## config.mk

```make
export PLATFORM = sky130hd
export DESIGN_NAME = d_mem_arbiter
export DESIGN_NICKNAME = d
export VERILOG_FILES = /design/src/rtl/d_mem_arbiter.sv
export SDC_FILE = /design/constraint.sdc
export NUM_CORES = 1
export LEC_CHECK = 0
export CORE_ASPECT_RATIO = 1.5
export CORE_MARGIN = 4
export CORE_UTILIZATION = 25
export CTS_CLUSTER_DIAMETER = 100
export DETAILED_ROUTE_END_ITERATION = 10
export PLACE_DENSITY = 0.89
export SYNTH_ARGS = -nofsm -noshare
export SYNTH_HDL_FRONTEND = slang
export SYNTH_SLANG_ARGS = --single-unit
```

## constraint.sdc

```tcl
create_clock -name clk -period 2.2 [get_ports clk]
set_input_delay 0.44 -clock clk [delete_from_list [all_inputs] [get_ports clk]]
set_output_delay 0.44 -clock clk [all_outputs]
set_load 0.1 [all_outputs]
```

## src/rtl/d_mem_arbiter.sv

```systemverilog
// Two-port arbiter in front of a single data memory. Optional round-robin
// tie-breaking is enabled with the D_ARB_ROUND_ROBIN_EN macro; otherwise m0 wins ties.
module d_mem_arbiter #(
  parameter int d_addr_width = 8
) (
  input  logic                    clk,
  input  logic                    rst,
  input  logic                    m0_req,
  input  logic                    m0_dir,
  input  logic [d_addr_width-1:0] m0_addr,
  input  logic [7:0]              m0_wdata,
  input  logic                    m1_req,
  input  logic                    m1_dir,
  input  logic [d_addr_width-1:0] m1_addr,
  input  logic [7:0]              m1_wdata,
  output logic                    m0_ack,
  output logic [7:0]              m0_rdata,
  output logic                    m1_ack,
  output logic [7:0]              m1_rdata,
  output logic                    d_req,
  output logic                    d_dir,
  output logic [d_addr_width-1:0] d_addr,
  output logic [7:0]              d_wdata,
  input  logic                    d_ack,
  input  logic [7:0]              d_rdata,
  output logic [1:0]              grant
);

  typedef enum logic [1:0] {
    IDLE   = 2'd0,
    GRANT0 = 2'd1,
    GRANT1 = 2'd2
  } state_t;

  state_t state;
  state_t next_state;
  logic   prefer_m1;

  always_ff @(posedge clk or posedge rst) begin
    if (rst) begin
      state <= IDLE;
    end else begin
      state <= next_state;
    end
  end

`ifdef D_ARB_ROUND_ROBIN_EN
  // Remembers the port of the most recent grant; ties go to the other port.
  logic last_grant;

  always_ff @(posedge clk or posedge rst) begin
    if (rst) begin
      last_grant <= 1'b1;
    end else if (state == IDLE && next_state == GRANT0) begin
      last_grant <= 1'b0;
    end else if (state == IDLE && next_state == GRANT1) begin
      last_grant <= 1'b1;
    end
  end

  assign prefer_m1 = ~last_grant;
`else
  assign prefer_m1 = 1'b0;
`endif

  // Grant states always fall back through IDLE so the memory sees d_req low
  // for a cycle before any new owner takes the bus.
  always_comb begin
    next_state = state;
    d_req      = 1'b0;
    d_dir      = 1'b0;
    d_addr     = '0;
    d_wdata    = 8'h00;
    m0_ack     = 1'b0;
    m0_rdata   = 8'h00;
    m1_ack     = 1'b0;
    m1_rdata   = 8'h00;
    grant      = 2'b00;
    case (state)
      IDLE: begin
        if (m0_req && m1_req) begin
          next_state = prefer_m1 ? GRANT1 : GRANT0;
        end else if (m0_req) begin
          next_state = GRANT0;
        end else if (m1_req) begin
          next_state = GRANT1;
        end
      end
      GRANT0: begin
        d_req    = m0_req;
        d_dir    = m0_dir;
        d_addr   = m0_addr;
        d_wdata  = m0_wdata;
        m0_ack   = d_ack;
        m0_rdata = d_rdata;
        grant    = 2'b01;
        if (!m0_req) begin
          next_state = IDLE;
        end
      end
      GRANT1: begin
        d_req    = m1_req;
        d_dir    = m1_dir;
        d_addr   = m1_addr;
        d_wdata  = m1_wdata;
        m1_ack   = d_ack;
        m1_rdata = d_rdata;
        grant    = 2'b10;
        if (!m1_req) begin
          next_state = IDLE;
        end
      end
      default: begin
        next_state = IDLE;
      end
    endcase
  end

endmodule

```

# After elaboration in Yosys (flattened, before gate mapping)
# Cells that the tools add are included.
[op_classes]
n_eq_ne = 5
muxes = 15
reduce_logical = 3
[op_table]
columns = ["cell", "n"]
rows = [
  ["case mux 8 bit (2 select lines)", 2],
  ["2-to-1 mux 8 bit", 2],
  ["2-to-1 mux 2 bit", 5],
  ["case mux 2 bit (3 select lines)", 1],
  ["!= test 2 bit (second input constant)", 2],
  ["!= test 4 bit (second input constant)", 1],
  ["case mux 1 bit (2 select lines)", 2],
  ["case mux 2 bit (2 select lines)", 1],
  ["AND reduction 3 bit", 1],
  ["== test 2 x 1 -> 1 bit (second input constant)", 1],
  ["== test 2 bit (second input constant)", 1],
  ["logical NOT 2 bit", 1],
  ["2-to-1 mux 1 bit", 2],
  ["logical AND 1 bit", 1],
]
[word_totals]
ff_bits = 2
inputBits = 47
out_inout_bits = 38
word_cells = 24

# Depth between registers and ports, before layout
[logic_depth]
word_depth = 4
depth_mapped = 6
depth_no_buf = 5

# Least setup slack after synthesis
# OpenSTA, ideal clock, no wires.
[synth_path]
path_type = "register to output"
from = "register state[0]"
to = "output d_wdata[6]"
arrival_time_ns = 2.415
setup_slack_ns = -0.655
stages_incl_launch_ff = 7
path_cell_list = "dfrtp_1 inv_1 ha_1 buf_4 clkbuf_1 a22oi_1 nor2b_1"
[synth_between]
elab_chain_cells = 2
word_cells_on_any_way = 3
cone_classes = "2 x eq/ne; 1 x mux"
[synth_rtl]
columns = ["element", "line_no", "source"]
rows = [
  ["start: declaration", "35", "state_t state;"],
  ["start signal: assignment", "43", "state <= next_state;"],
  ["== test 2 bit or == test 2 x 1 -> 1 bit (tied branches)", "79", "case (state)"],
  ["case mux 8 bit (2 select lines) (*)", "79", ""],
  ["end: declaration", "23", "output logic [7:0] d_wdata,"],
]
# Every way passes the cells marked *; elsewhere a longest branch is shown, timed or not.

# Final worst setup path
[layout_path]
from = "register state[0]"
to = "output d_req"
[layout_between]
elab_chain_cells = 2
word_cells_on_any_way = 3
cone_classes = "2 x eq/ne; 1 x mux"
[layout_rtl]
columns = ["element", "line_no", "source"]
rows = [
  ["== test 2 bit or == test 2 x 1 -> 1 bit (tied branches)", "79", ""],
  ["case mux 1 bit (2 select lines) (*)", "79", ""],
  ["end: declaration", "20", "output logic d_req,"],
]
# Marks and branches as above.

==> results <==
- The switching share of total power is between 60% and 70%.
- The row count is 20.
- The H-tree depth is 1.
- The share of the yosys chip area belonging to registers is 8.79%.
- CTS saw 2 sinks.
- The first global-routing pass estimated a little under 6000 um of wire.
- The wire length per cell after detailed routing is between 20 and 25 um.
- The part of the power in the clock network is approximately 2.5%.
- The average footprint of a synthesized cell is ~7 sq um.
- The largest registers in the layout are state (2).
- The run finished with clean final reports.
- Buffers inserted to repair hold after CTS numbered 0.
- The total power is ~3.5 mW.
- In this run the deepest clock path goes through 2 buffers.
- Headroom to the max-slew limit came out at 76.7%.
- The leakage power is roughly 0.8 nW.
- In this run, synthesis produced a sequential element count of 2.
- The worst stage delay on the critical path is roughly 440 ps.
- The worst-case hold slack is between 300 and 400 ps.
- The internal power of the cells totals 1.39 mW.
- The fraction of power consumed by combinational cells is about 95%.
- The count of endpoints failing hold in the final timing report is 0.
- Of all nets on the critical path, the largest fanout is 28.
- The initial DRC count is 38.
- The number of nets in the synthesized netlist is between 100 and 150.
- The final max-slew violation count is 0.
- The setup slack on the worst flop-to-flop path is 600 ps.
- After detailed placement, the design holds a cell count of ~180.
- The aggregate global-route resource usage is approximately 27%.
- The count of synthesis-stage warnings from yosys is 0.
- The later-pin clock latency in the skew report is around 230 ps.
- After detailed routing, the total wire length is between 4000 and 5000 um.
- Timing analysis after detailed placement gives a worst setup slack of approximately 130 ps.
- The worst setup path is captured at an output port.
- Across the routed clock network, the largest skew measured is between 0.9 and 1 ps.
- By instance count, the cell type seen most on the critical path is buf_12.
- The count of buffers added on input and output ports is 84.
- The worst flop-to-flop path endpoint is state[0]$_DFFE_PP0P_.
- The maximum frequency from static timing analysis is around 460 MHz.
- The via count of the first global-routing pass is approximately 1.1k.
- The distinct cell type count of the synthesized netlist is 14.
- The min-delay analysis places its worst path in the category in -> async.
- The slowest stage of the critical path belongs to the cell dfrtp_2.
- The final period demand of the worst path is around 2200 ps.
- The slew of the pin with the lowest slew margin is roughly 350 ps.
- The net total in the final layout is roughly 220.
- In this run the remaining antenna-violating nets after routing total 0.
- The element type at the critical path start is a flop.
- The synthesized area is between 500 and 600 sq um.
- The routability-driven placement congestion ratio is ~0.84.
- Counting cells, the worst reg-to-reg path comes to 6.
- The number of clock buffers added by TritonCTS is 3.
- After synthesis, the largest family of logic cells by area is simple AND/OR/NAND/NOR gates.
- The HPWL after detailed placement is 2820 um.
- The compound-cell area share of the yosys netlist is 29.2%.
- Once the floorplan was initialized, standard cells occupied between 20% and 30% of the core.
- The non-filler instance count after layout is 187.
- The post-synthesis instance total is 79.
- From bottom edge to top edge, the die measures around 66 um.
- The post-synthesis mux area share is 0%.
- The die covers approximately 0.0031 sq mm.
- After detailed routing, the number of remaining DRC violations is 0.
- IR analysis of the VDD net gives a maximum drop of ~1.3 mV.
- After Yosys synthesis, and, or, nand and nor cells account for approximately 41% of the synthesized area.
- The XOR/XNOR share of the synthesized area is 0%.
- The CTS tree is done.
- The tree is rooted in a clkbuf_4.
- Setup violations remaining at the end of the flow were counted as 0.
- The core area is approximately 0.0021 sq mm.
- The via density per instance is 5.27.
- The total of max-cap violations is 0.
- The required time at the worst-slack endpoint is 1760 ps.
- The least setup slack across all paths after layout is between 20 and 25 ps.
- The sequential fraction of design power is between 2 and 2.5%.
- Of the total synthesized cell area, the portion taken by full adders, half adders and majority gates is a little over a tenth.
- The post-route netlist has roughly half of its cells at a drive strength greater than 1.
- Summing over every cut layer, the via total after detailed routing is 985.
- The CTS clock-pin slew for the worst setup and hold paths is 30 ps.
- The number of flip-flops under the largest register name is 2.
- The critical path goes through inv_2, ha_2, buf_12, nand2_2, o21ai_2, and2_4, buf_12.
- For this run, the detailed router's first-pass iteration total came to 6.
- Ranked by flip-flop count, first place goes to state.
- The sum of negative setup slack is 0 ps.
- Entering global routing, the biggest net connects 29 pins.
- The arrival time at the worst endpoint is approximately 1700 ps.
- The setup path with the least slack is of type reg -> out.
- The I/O pin count is 85.
- The launch point of the worst reg-to-reg path is state[0]$_DFFE_PP0P_.
- The area growth from synthesis to layout is 251%.
- The diode insertion count for antenna repair is 0.
- The width of the die is around 47 um.
- The power per cell area is between 1500 and 2000 mW/mm^2.
- Dividing the final minimum period by the clock period gives around 100%.
- The total congestion overflow after global routing is 0.
- The number of antenna violations at the first check in global routing came to 0.
- The power spent charging and discharging nets is about 2.1 mW.
kinds of logic (layout without fill, tap and decap cells):
family,Yosys count,count (layout)
compound gates,22,22
fa+ha+maj,5,5
buf+inv,13,99
flops,2,2
simple gates,37,37
layout by cell type, fill, tap and decap left out, types with 2 or more instances in the layout:
master,n
a22oi_1,17
a32o_1,2
and2_1,10
and2_2,8
buf_12,39
buf_4,5
clkbuf_4,3
clkdlybuf4s50_1,46
ha_1,3
inv_1,4
inv_2,2
nor2b_2,5
nor2b_4,12
cell usage after synthesis:
library cell	number	share of area, %
nand2_2	1	1.1
a32o_1	2	3.5
buf_2	2	1.8
o21ai_1	1	0.88
buf_4	2	2.6
a22oi_1	17	22
and2_1	19	21
o21ai_0	1	0.88
inv_1	6	4.0
a22o_1	1	1.5
ha_1	5	11
dfrtp_1	2	8.8
nor2b_1	17	19
clkbuf_1	3	2.0
power groups by stage:
| stage | logic, mW | clock network [mW] | registers, mW |
|---|---|---|---|
| floorplan | 2.11 | 0 | 0.0685 |
| global placement | 3.18 | 0 | 0.0721 |
| detailed placement | 3.23 | 0 | 0.0741 |
| CTS | 3.27 | 0.0941 | 0.0813 |
| global route | 3.45 | 0.0904 | 0.0838 |
| finish | 3.35 | 0.0870 | 0.0823 |
per-stage QoR:
| step | util [%] | instance area [sq um] |
|---|---|---|
| floorplan | - | 673 |
| global placement | 91.7 | 1930 |
| detailed placement | 91.7 | 1930 |
| CTS | 93.8 | 1970 |
| global route | 95.0 | 2000 |
| finish | 95.0 | 2000 |
area by class of cell:
type / count / area, sq um
timing repair buffer: 90 / 1280
fill: 54 / 105
inverter: 6 / 22.5
multi-input combinational: 64 / 594
tap: 22 / 27.5
clock buffer: 3 / 22.5
sequential: 2 / 51.3
worst max-delay path, delay by kind of cell, from the launching register on:
kind,cells,cell delay (ps)
adders and majority gates,1,210
buffers and inverters,3,430
AOI/OAI and AO/OA,1,110
and+or+nand+nor,2,300
DFF,1,440
how the worst max path moves through the flow:
stage,depth (start not counted),endpoint,start
6_report,7,d_req,state[0]$_DFFE_PP0P_
5_1_grt,7,d_req,state[0]$_DFFE_PP0P_
4_1_cts,5,d_wdata[6],state[1]$_DFFE_PP0P_
3_5_place_dp,6,d_req,state[1]$_DFFE_PP0P_
3_3_place_gp,5,d_req,m0_req
2_1_floorplan,4,d_wdata[6],state[0]$_DFFE_PP0P_
timing repair:
item	CTS	global route
setup buffers	0	2
hold endpoints to repair	0	0
setup endpoints to repair	19	6
pin swaps	0	0
gates resized for setup	6	4
metal layers:
layer	GRT usage, %	part of all wire [%]	vias to the layer above
met3	4.63	6.1	8
met5	0	0	-
li1	-	-	443
met2	53.9	60	60
met4	9.34	2.7	0
met1	24.8	31	474
Power figures use the tool's default switching activity.
